**config.mk**
```make
export PLATFORM = sky130hd
export DESIGN_NAME = link_rx_packer
export DESIGN_NICKNAME = d
export VERILOG_FILES = /design/src/rtl/link_pkg.sv /design/src/rtl/link_fifo.sv /design/src/rtl/link_rx_packer.sv
export SDC_FILE = /design/constraint.sdc
export NUM_CORES = 1
export LEC_CHECK = 0
export ABC_AREA = 1
export CAP_MARGIN = 20
export CORE_MARGIN = 2
export CORE_UTILIZATION = 55
export CTS_BUF_LIST = sky130_fd_sc_hd__clkbuf_4 sky130_fd_sc_hd__clkbuf_8
export CTS_CLUSTER_DIAMETER = 40
export DETAILED_ROUTE_END_ITERATION = 12
export PLACE_DENSITY = 0.78
export SYNTH_ARGS = -nofsm -noshare
export SYNTH_HDL_FRONTEND = slang
export SYNTH_SLANG_ARGS = --single-unit
```
**constraint.sdc**
```tcl
create_clock -name clk -period 5.5 [get_ports clk]
set_input_delay 0.825 -clock clk [delete_from_list [all_inputs] [get_ports clk]]
set_output_delay 0.825 -clock clk [all_outputs]
set_load 0.02 [all_outputs]
```
**src/rtl/link_pkg.sv**
```systemverilog
// Shared types and defaults for the link receive path.
package link_pkg;

    typedef logic [7:0] byte_t;

    typedef enum logic [0:0] {
        COLLECT = 1'b0,
        CHECK   = 1'b1
    } rx_state_e;

    localparam int unsigned LINK_FRAME_BYTES_DEF = 4;

endpackage : link_pkg

```
**src/rtl/link_fifo.sv**
```systemverilog
// Small synchronous FIFO with registered full/empty flags; the head word reads
// as zero while the FIFO is empty.
module link_fifo #(
    parameter int unsigned WIDTH = 32,
    parameter int unsigned DEPTH = 2
) (
    input  logic             clk,
    input  logic             rst_n,
    input  logic             push,
    input  logic [WIDTH-1:0] push_data,
    input  logic             pop,
    output logic [WIDTH-1:0] pop_data,
    output logic             full,
    output logic             empty
);

    localparam int unsigned AW = (DEPTH > 1) ? $clog2(DEPTH) : 1;

    logic [WIDTH-1:0] mem [DEPTH];
    logic [AW-1:0]    wr_ptr;
    logic [AW-1:0]    rd_ptr;
    logic [AW:0]      count;
    logic [AW:0]      count_next;
    logic             do_push;
    logic             do_pop;

    assign do_push = push && !full;
    assign do_pop  = pop && !empty;

    always_comb begin
        count_next = count;
        case ({do_push, do_pop})
            2'b10:   count_next = count + 1'b1;
            2'b01:   count_next = count - 1'b1;
            default: count_next = count;
        endcase
    end

    always_ff @(posedge clk or negedge rst_n) begin
        if (!rst_n) begin
            wr_ptr <= '0;
            rd_ptr <= '0;
            count  <= '0;
            full   <= 1'b0;
            empty  <= 1'b1;
        end else begin
            if (do_push) wr_ptr <= wr_ptr + 1'b1;
            if (do_pop)  rd_ptr <= rd_ptr + 1'b1;
            count <= count_next;
            full  <= (count_next == (AW+1)'(DEPTH));
            empty <= (count_next == '0);
        end
    end

    always_ff @(posedge clk) begin
        if (do_push) mem[wr_ptr] <= push_data;
    end

    assign pop_data = empty ? '0 : mem[rd_ptr];

endmodule : link_fifo

```
**src/rtl/link_rx_packer.sv**
```systemverilog
// Packs received link bytes into little-endian words and buffers them in a FIFO.
// Define LINK_CSUM_EN to require a trailing XOR checksum byte per frame.
module link_rx_packer
    import link_pkg::*;
#(
    parameter int unsigned FRAME_BYTES = LINK_FRAME_BYTES_DEF,
    parameter int unsigned FIFO_DEPTH  = 2
) (
    input  logic                     clk,
    input  logic                     rst,
    input  logic                     in_valid,
    input  logic [7:0]               in_data,
    output logic                     in_ready,
    output logic                     out_valid,
    output logic [8*FRAME_BYTES-1:0] out_data,
    input  logic                     out_ready,
    output logic [7:0]               frame_count
`ifdef LINK_CSUM_EN
    ,
    output logic                     csum_err
`endif
);

    localparam int unsigned IDX_W = (FRAME_BYTES > 1) ? $clog2(FRAME_BYTES) : 1;
    localparam logic [IDX_W-1:0] LAST_IDX = IDX_W'(FRAME_BYTES - 1);

    rx_state_e                state_q, state_d;
    logic [IDX_W-1:0]         idx_q, idx_d;
    logic [8*FRAME_BYTES-1:0] asm_q, asm_d;
    logic [8*FRAME_BYTES-1:0] word_ins;
    logic [8*FRAME_BYTES-1:0] push_word;
    logic                     accept;
    logic                     push;
    logic                     fifo_full;
    logic                     fifo_empty;
    byte_t                    in_byte;

    assign in_byte = in_data;
    assign accept  = in_valid && in_ready;

    // Assembly word with the incoming byte already merged, so the final data
    // byte can be pushed on the same edge that accepts it.
    always_comb begin
        word_ins = asm_q;
        word_ins[{idx_q, 3'b000} +: 8] = in_byte;
    end

`ifdef LINK_CSUM_EN
    byte_t xsum_q, xsum_d;
    logic  err_set;

    always_comb begin
        state_d   = state_q;
        idx_d     = idx_q;
        asm_d     = asm_q;
        xsum_d    = xsum_q;
        push      = 1'b0;
        err_set   = 1'b0;
        push_word = asm_q;
        if (accept) begin
            case (state_q)
                COLLECT: begin
                    asm_d  = word_ins;
                    xsum_d = ((idx_q == '0) ? 8'h00 : xsum_q) ^ in_byte;
                    if (idx_q == LAST_IDX) begin
                        idx_d   = '0;
                        state_d = CHECK;
                    end else begin
                        idx_d = idx_q + 1'b1;
                    end
                end
                CHECK: begin
                    if (in_byte == xsum_q) push = 1'b1;
                    else                   err_set = 1'b1;
                    idx_d   = '0;
                    state_d = COLLECT;
                end
                default: state_d = COLLECT;
            endcase
        end
    end

    always_ff @(posedge clk or negedge rst) begin
        if (!rst) begin
            xsum_q   <= '0;
            csum_err <= 1'b0;
        end else begin
            xsum_q <= xsum_d;
            if (err_set) csum_err <= 1'b1;
        end
    end
`else
    always_comb begin
        state_d   = state_q;
        idx_d     = idx_q;
        asm_d     = asm_q;
        push      = 1'b0;
        push_word = word_ins;
        if (accept) begin
            case (state_q)
                COLLECT: begin
                    asm_d = word_ins;
                    if (idx_q == LAST_IDX) begin
                        idx_d = '0;
                        push  = 1'b1;
                    end else begin
                        idx_d = idx_q + 1'b1;
                    end
                end
                default: state_d = COLLECT;
            endcase
        end
    end
`endif

    always_ff @(posedge clk or negedge rst) begin
        if (!rst) begin
            state_q     <= COLLECT;
            idx_q       <= '0;
            asm_q       <= '0;
            frame_count <= '0;
        end else begin
            state_q <= state_d;
            idx_q   <= idx_d;
            asm_q   <= asm_d;
            if (push) frame_count <= frame_count + 1'b1;
        end
    end

    link_fifo #(
        .WIDTH (8*FRAME_BYTES),
        .DEPTH (FIFO_DEPTH)
    ) u_fifo (
        .clk       (clk),
        .rst_n     (rst),
        .push      (push),
        .push_data (push_word),
        .pop       (out_ready),
        .pop_data  (out_data),
        .full      (fifo_full),
        .empty     (fifo_empty)
    );

    assign in_ready  = !fifo_full;
    assign out_valid = !fifo_empty;

endmodule : link_rx_packer

```
## Word level (Yosys, flattened, before mapping)

Memories as Yosys holds them, arrays and structs flattened.
Index checks and enable logic that the tools add are counted.
Widths: inputs -> output; s select.

- Bits in registers: 48
- Latch bits: 0
- Bits in writable memories: 64
- Memory bits (read-only): 0
- Input port bits: 12
- Output and inout port bits: 42
- Word-level logic and storage cells: 36
- Memories kept: 1

Memory list:

| name | depth | width | rd ports | clocked after memory_dff | wr ports | RTL line | RTL |
|---|---|---|---|---|---|---|---|
| u_fifo.mem | 2 | 32 | 1 | 0 | 1 | link_fifo.sv:19 | `logic [WIDTH-1:0] mem [DEPTH];` |

- Add/subtract/negate cells: 7
- Multiply operators: 0
- Divide/modulo/power cells: 0
- Order comparisons: 0
- Eq/ne operators: 4
- Shift operators: 2
- Mux-type cells: 8
- Bitwise operators: 0
- Reduce and logical (&&, ||, !) cells: 6

Operator list:

| cell | count |
|---|---|
| $bwmux 32 | 1 |
| $mux 32 | 1 |
| $shift 8x7->32 const A | 1 |
| $shiftx 8x7->32 | 1 |
| $add 8x1->8 const B | 1 |
| $neg 5->7 | 1 |
| $eq 2x2->1 const B | 3 |
| $add 2x1->2 const B | 2 |
| $mux 1 | 4 |
| $pmux 2 s2 | 1 |
| $logic_and 1x1->1 | 3 |
| $add 1x1->1 const B | 2 |
| $eq 2x1->1 const B | 1 |
| $logic_not 1->1 | 2 |
| $logic_not 2->1 | 1 |
| $mux 2 | 1 |
| $sub 2x1->2 const B | 1 |

## Depth between registers and ports, before layout

Gate-level depths: netlist of the first run.

- Word-level depth: 7
- Depth in mapped cells: 9
- Gate-level depth less buffers: 9

## Modules after synthesis

A second synthesis of the first run with hierarchy kept.

- Cell total of the unflattened synthesis: 513
- Area total of the unflattened synthesis: 5037.3 um2

Modules (own cells, without submodules):

| module | times used | cells an instance | area an instance (um2) | sequential area each (um2) |
|---|---|---|---|---|
| link_fifo | 1 | 200 | 2680.1 | 2073.2 |
| link_rx_packer | 1 | 313 | 2357.3 | 1051.0 |

## Worst setup path before layout of the first run

Ideal clock, no wire load.

- Path type: input to register
- From: input in_valid
- To: memory u_fifo.mem[0][0], enable pin
- Setup time: 0.421 ns
- Arrival time: 2.396 ns
- Required time: 5.079 ns
- Path slack: 2.682 ns
- Cell stages on the path: 2
- Buffers on the path: 0
- Cell sequence: nand3_2 > nor2_1

- Word-level cells in the longest chain between the ends: 5

RTL lines:

| what | RTL line | RTL |
|---|---|---|
| start: declaration | link_rx_packer.sv:11 | `input logic in_valid,` |
| $logic_and 1x1->1 | link_rx_packer.sv:39 | `assign accept = in_valid && in_ready;` |
| $mux 1 | link_rx_packer.sv:99 | `if (accept) begin` |
| $logic_and 1x1->1 | link_fifo.sv:27 | `assign do_push = push && !full;` |
| $mux 1 | link_fifo.sv:56 | `if (do_push) mem[wr_ptr] <= push_data;` |
| $mux 1 (implied by the code) | link_fifo.sv:56 |  |
| end: declaration | link_fifo.sv:19 |  |

No other way between the ends.

## Worst setup path in the final report of the first run

- From: register u_fifo.empty
- To: output out_data[9]

- Word-level cells in the longest chain between the ends: 1

RTL lines:

| what | RTL line | RTL |
|---|---|---|
| start: declaration | link_fifo.sv:14 | `output logic empty` |
| start signal: assignment | link_fifo.sv:51 | `empty <= (count_next == '0);` |
| $mux 32 | link_fifo.sv:59 | `assign pop_data = empty ? '0 : mem[rd_ptr];` |
| end: declaration | link_rx_packer.sv:15 | `output logic [8*FRAME_BYTES-1:0] out_data,` |

No other way between the ends.

==> flow_summary.json, run 1 <==
{
  "hold_viol": 0,
  "clock_path_buffers": 2,
  "reg2reg_from": "u_fifo.full",
  "postCtsSetupBuffers": 0,
  "insertion_delay_ns": 0.37,
  "path_class": "reg2out",
  "p_seq_frac": 0.395,
  "path_clk_slew_ns": 0.10,
  "cts_buffers": 9,
  "tns_ns": 0,
  "finalMaxSlewViolations": 0,
  "final_cell_mix": "116 x nand2_1, 75 x nor2_1, 64 x edfxtp_1",
  "fillers": 651,
  "fin_cells": 655,
  "rsz0062_at_grt": "false",
  "p_total_mw": 3.09,
  "setup_viol": 0,
  "dr.pass1.iters": 4,
  "ys_warn_count": 0,
  "combPwrFrac": 0.436,
  "dp_slack_ns": 2.26,
  "ys_seq_elements": 112,
  "drive_gt1_frac": 0.0548,
  "r2r_slack_ns": 3.03,
  "cts_tree": "yes",
  "wl_per_cell_um": 14.6,
  "finClkSkew_ns": 0.0139,
  "switching_share": 0.393,
  "die_h_um": 97.9,
  "grt_pass1_wl_mm": 16.1,
  "cp.arrival_ns": 2.45,
  "h-tree-depth": 3,
  "end_kind": "output port",
  "status": "complete, no violations",
  "dp.cells": 638,
  "p_clk_frac": 0.169,
  "final_nets": 561,
  "netSwitchingPower_mw": 1.21,
  "setup_ws_ns": 2.22,
  "diodes": 0,
  "layout_commonest_cell": "nand2_1",
  "slew_headroom": 0.340,
  "required_ns": 4.68,
  "critPathMaxFanout": 34,
  "grt_max_degree": 49,
  "io-pin-count": 54,
  "post_cts_resized": 0,
  "ant_nets": 0,
  "tightest_slew_ns": 0.989,
  "min_path_type": "in2async",
  "max_cap_violations": 0,
  "max_freq_ghz": 0.305,
  "finish.instance_area_mm2": 0.00569,
  "startpoint_type": "register",
  "drt_iter0_drc": 243,
  "synth_area_mm2": 0.00485,
  "utilization": 0.659,
  "r2r_cells": 5,
  "die_area_mm2": 0.00958,
  "core_area_mm2": 0.00864,
  "period_share": 0.596,
  "grt_usage": 0.209,
  "r2r-end": "asm_q[15]",
  "vdd_drop_max_mv": 0.364,
  "avgSynthCellArea_um2": 9.81,
  "ys_seq_area_frac": 0.645,
  "vias_per_cell": 5.33,
  "p_per_area_mw_per_mm2": 542,
  "antenna_found_initial": 0,
  "whs_ns": 0.411,
  "dp.final_hpwl_mm": 6.27,
  "synth.distinct_cells": 27,
  "syn_inst": 494,
  "area_growth_pct": 17.5,
  "syn_nets": 513,
  "p_leak_nw": 2.35,
  "wirelength_mm": 9.57,
  "grt_pass1_vias": 3382,
  "p_int_mw": 1.87,
  "fp.dieW_um": 97.9,
  "gp_congestion": 0.845,
  "numClockSinks": 112,
  "grt-ovfl-total": 0,
  "placed_area_mm2": 0.00546,
  "period_minus_slack_ns": 3.28,
  "cts_hold_buf": 0,
  "drc": 0,
  "row_count": 34,
  "cts-root-buf": "clkbuf_8",
  "vias": 3489,
  "port_buffers": 53,
  "start_util": 0.561
}
final cells by class:
type,instances,area (µm²),area share
timing repair buffer,58,576,0.101
clock buffer,9,124,0.0218
clock inverter,7,93.8,0.0165
inverter,46,173,0.0303
multi-input combinational,315,1470,0.258
sequential,112,3120,0.549
tap,108,135,0.0237
state kept, by name (all words and copies together), names as in the netlist:
| register | cells |
|---|---|
| u_fifo.empty | 1 |
| u_fifo.mem | 64 |
| u_fifo.count | 2 |
| frame_count | 8 |
| u_fifo.rd_ptr | 1 |
| idx_q | 2 |
| u_fifo.wr_ptr | 1 |
| asm_q | 32 |
| u_fifo.full | 1 |
metal layers:
metal  part of all wire  track usage  vias up
met3              0.048       0.0351       13
met4              0.018       0.0684        0
met2               0.48        0.345      101
li1                   -            -     1729
met1               0.46        0.288     1646
met5                  0            0        -
power by group through the flow:
stage	registers (mW)	clock network (mW)	logic [mW]
after floorplan	1.23	0	0.838
after global placement	1.23	0	1.31
after detailed placement	1.23	0	1.34
after CTS	1.22	0.531	1.35
after global routing	1.24	0.560	1.49
final	1.22	0.523	1.35
cells by family after synthesis:
family,count (synthesis),synth area share
buffers and inverters,67,0.0534
adder cells (fa/ha/maj),7,0.0181
AO/OA/AOI/OAI,76,0.0816
flip-flops,112,0.645
AND/OR/NAND/NOR,226,0.192
XOR/XNOR,6,0.0108
worst max-delay path, stage by stage (launching register included):
cell	delay (ns)
dfstp_2	0.37
inv_1	0.68
o21ai_0	0.22
nor2_1	0.17
clkdlybuf4s50_1	0.62
worst max path at each step:
stage,to,from,slack [ns],cells after the start
floorplan,u_fifo.mem[0][0],in_valid,2.68,2
global route,out_data[7],u_fifo.empty,1.98,4
global placement,idx_q[0],in_valid,2.33,5
finish,out_data[9],u_fifo.empty,2.22,4
CTS,out_data[5],u_fifo.empty,2.18,4
detailed placement,asm_q[15],in_valid,2.26,4
cell usage after synthesis:
| cell type | n | area share |
|---|---|---|
| o21ai_1 | 4 | 0.0041 |
| clkinv_1 | 1 | 0.00077 |
| buf_2 | 6 | 0.0062 |
| nor3_1 | 1 | 0.0010 |
| inv_1 | 44 | 0.034 |
| nor2_2 | 1 | 0.0013 |
| nor2_1 | 77 | 0.060 |
| clkbuf_1 | 13 | 0.010 |
| buf_1 | 2 | 0.0015 |
| dfstp_2 | 1 | 0.0054 |
| ha_1 | 7 | 0.018 |
| or2_2 | 1 | 0.0013 |
| nor2_4 | 1 | 0.0023 |
| nand3_2 | 1 | 0.0021 |
| dfrtp_1 | 47 | 0.24 |
| edfxtp_1 | 64 | 0.40 |
| o22ai_1 | 8 | 0.010 |
| inv_2 | 1 | 0.00077 |
| o21ai_0 | 59 | 0.061 |
| a31oi_1 | 4 | 0.0052 |
| xnor2_1 | 3 | 0.0054 |
| nand3_1 | 9 | 0.0093 |
| nand4_1 | 18 | 0.023 |
| xor2_1 | 3 | 0.0054 |
| nand2_1 | 116 | 0.090 |
| a21oi_1 | 1 | 0.0010 |
| nand3b_1 | 1 | 0.0015 |
(Power assumes the default switching activity.)
==> run 2: changes to the inputs <==
==> constraint.sdc (replaced) <==
create_clock -name clk -period 3.45 [get_ports clk]
set_input_delay 0.5175 -clock clk [delete_from_list [all_inputs] [get_ports clk]]
set_output_delay 0.5175 -clock clk [all_outputs]
set_load 0.02 [all_outputs]
==> flow_summary.json, run 2 (synthesis results as in run 1) <==
{
  "drc": 0,
  "setup_viol": 0,
  "largest_reg_flops": 64,
  "numClockSinks": 112,
  "grt_usage": 0.217,
  "cp_cell_sequence": "inv_1 > o21ai_0 > nor2_1 > clkdlybuf4s50_1",
  "regMostFlops": "u_fifo.mem",
  "end_kind": "output port",
  "startpoint_type": "register",
  "die_area_mm2": 0.00958,
  "p_clk_frac": 0.165,
  "row_count": 34,
  "slew_headroom": 0.333,
  "period_share": 0.851,
  "hold_viol": 0,
  "die_h_um": 97.9,
  "p_leak_nw": 2.37,
  "start_util": 0.561,
  "grt_pass1_vias": 3484,
  "vdd_drop_max_mv": 0.506,
  "gp_congestion": 0.854,
  "finClkSkew_ns": 0.0110,
  "placed_area_mm2": 0.00549,
  "register_area_mm2": 0.00312,
  "postCtsSetupBuffers": 0,
  "drt_iter0_drc": 181,
  "required_ns": 2.93,
  "grt.busiest_layer": "met2",
  "drive_gt1_frac": 0.0616,
  "finalMaxSlewViolations": 0,
  "vias_per_cell": 5.44,
  "rsz0062_at_grt": "false",
  "dp.final_hpwl_mm": 6.65,
  "fillers": 675,
  "met1_usage": 0.288,
  "max_cap_violations": 0,
  "antenna_found_initial": 0,
  "layout_commonest_cell": "nand2_1",
  "area_growth_pct": 18.2,
  "critPathBufInv": 2,
  "grt_use_met3": 0.0394,
  "min_path_type": "reg2reg",
  "cp.arrival_ns": 2.42,
  "status": "complete, no violations",
  "p_int_mw": 2.97,
  "wirelength_mm": 10.0,
  "cts-root-buf": "clkbuf_8",
  "critPathMaxFanout": 34,
  "netSwitchingPower_mw": 1.95,
  "multi_input_area_mm2": 0.00147,
  "crit_path_top_delay_cell": "inv_1",
  "core_area_mm2": 0.00864,
  "final_cell_mix": "116 x nand2_1, 75 x nor2_1, 64 x edfxtp_1",
  "p_per_area_mw_per_mm2": 860,
  "h-tree-depth": 3,
  "port_buffers": 53,
  "tns_ns": 0,
  "switching_share": 0.396,
  "io-pin-count": 54,
  "fp.dieW_um": 97.9,
  "grt_pass1_wl_mm": 16.4,
  "max_freq_ghz": 0.341,
  "insertion_delay_ns": 0.38,
  "path_clk_slew_ns": 0.09,
  "path_class": "reg2out",
  "p_total_mw": 4.93,
  "critical_path.max_stage_delay_ns": 0.64,
  "grt-ovfl-total": 0,
  "period_minus_slack_ns": 2.94,
  "tightest_slew_ns": 1.00,
  "combPwrFrac": 0.435,
  "final_nets": 566,
  "ant_nets": 0,
  "vias": 3589,
  "use_met2": 0.352,
  "finish.instance_area_mm2": 0.00573,
  "clock_path_buffers": 2,
  "dr.pass1.iters": 5,
  "cts_tree": "yes",
  "grt_max_degree": 49,
  "wl_per_cell_um": 15.2,
  "cts_buffers": 9,
  "p_seq_frac": 0.400,
  "diodes": 0,
  "cp_top_family": "buffers and inverters",
  "reg_top3": "u_fifo.mem (64), asm_q (32), frame_count (8)"
}
-- run 2: cell count changes in the layout (fill, tap and decap cells not counted) --
cell | before | now
inv_6 | 1 | 2
dlygate4sd3_1 | 0 | 1
bufinv_16 | 2 | 1
clkbuf_8 | 9 | 11
clkinv_2 | 2 | 0
buf_4 | 4 | 8
-- run 2: per-layer routing --
layer	routed length (µm)	share of wire
met4	266	0.027
met3	557	0.056
met5	0	0
met2	4950	0.49
met1	4250	0.42
-- run 2: power groups by stage --
stage / registers [mW] / logic, mW / clock network, mW
after detailed placement: 1.99 / 2.13 / 0
after global routing: 2.01 / 2.36 / 0.874
after global placement: 1.98 / 2.08 / 0
after floorplan: 1.97 / 1.34 / 0
final: 1.97 / 2.14 / 0.814
after CTS: 1.97 / 2.14 / 0.825
-- run 2: final cells by class --
class                   count  area share
repair buffers             63       0.107
flip-flops and latches    112       0.545
inverters                  46      0.0301
well taps                 108      0.0236
clock buffers              11      0.0264
multi-input cells         315       0.256
clock inverters             5      0.0109
-- run 2: timing repair --
| action | 4_1_cts | 5_1_grt |
|---|---|---|
| endpoints found under the hold margin | 0 | 6 |
| setup endpoints to repair | 0 | 0 |
| hold buffers | 0 | 1 |
| resized for setup | 0 | 0 |
-- run 2: worst paths after layout --
check / start / end / slack [ns] / cells past startpoint
max in group asynchronous: rst / u_fifo.empty / 2.41 / 3
worst max-delay path: u_fifo.empty / out_data[1] / 0.51 / 4
worst min-delay path: asm_q[5] / asm_q[5] / 0.48 / 2
min in group asynchronous: rst / asm_q[4] / 0.51 / 2
worst min register to register: asm_q[5] / asm_q[5] / 0.48 / 2
worst max register to register: idx_q[0] / u_fifo.mem[1][0] / 1.18 / 5
-- run 2: through the flow --
stage	util	hold WS, ns	instances	setup WS (ns)
detailed placement	0.635	0.465	642	0.927
finish	0.664	0.485	660	0.515
global placement	0.635	0.461	642	0.993
CTS	0.660	0.362	658	0.485
global route	0.664	0.495	660	0.292
floorplan	-	0.222	494	0.656
-- run 2: worst reg2reg max path: stages (launching register included) --
cell and delay [ns]:
dfrtp_1 0.53, inv_2 0.14, ha_1 0.48, nor2_1 0.50, nand4_1 0.14, o21ai_0 0.23
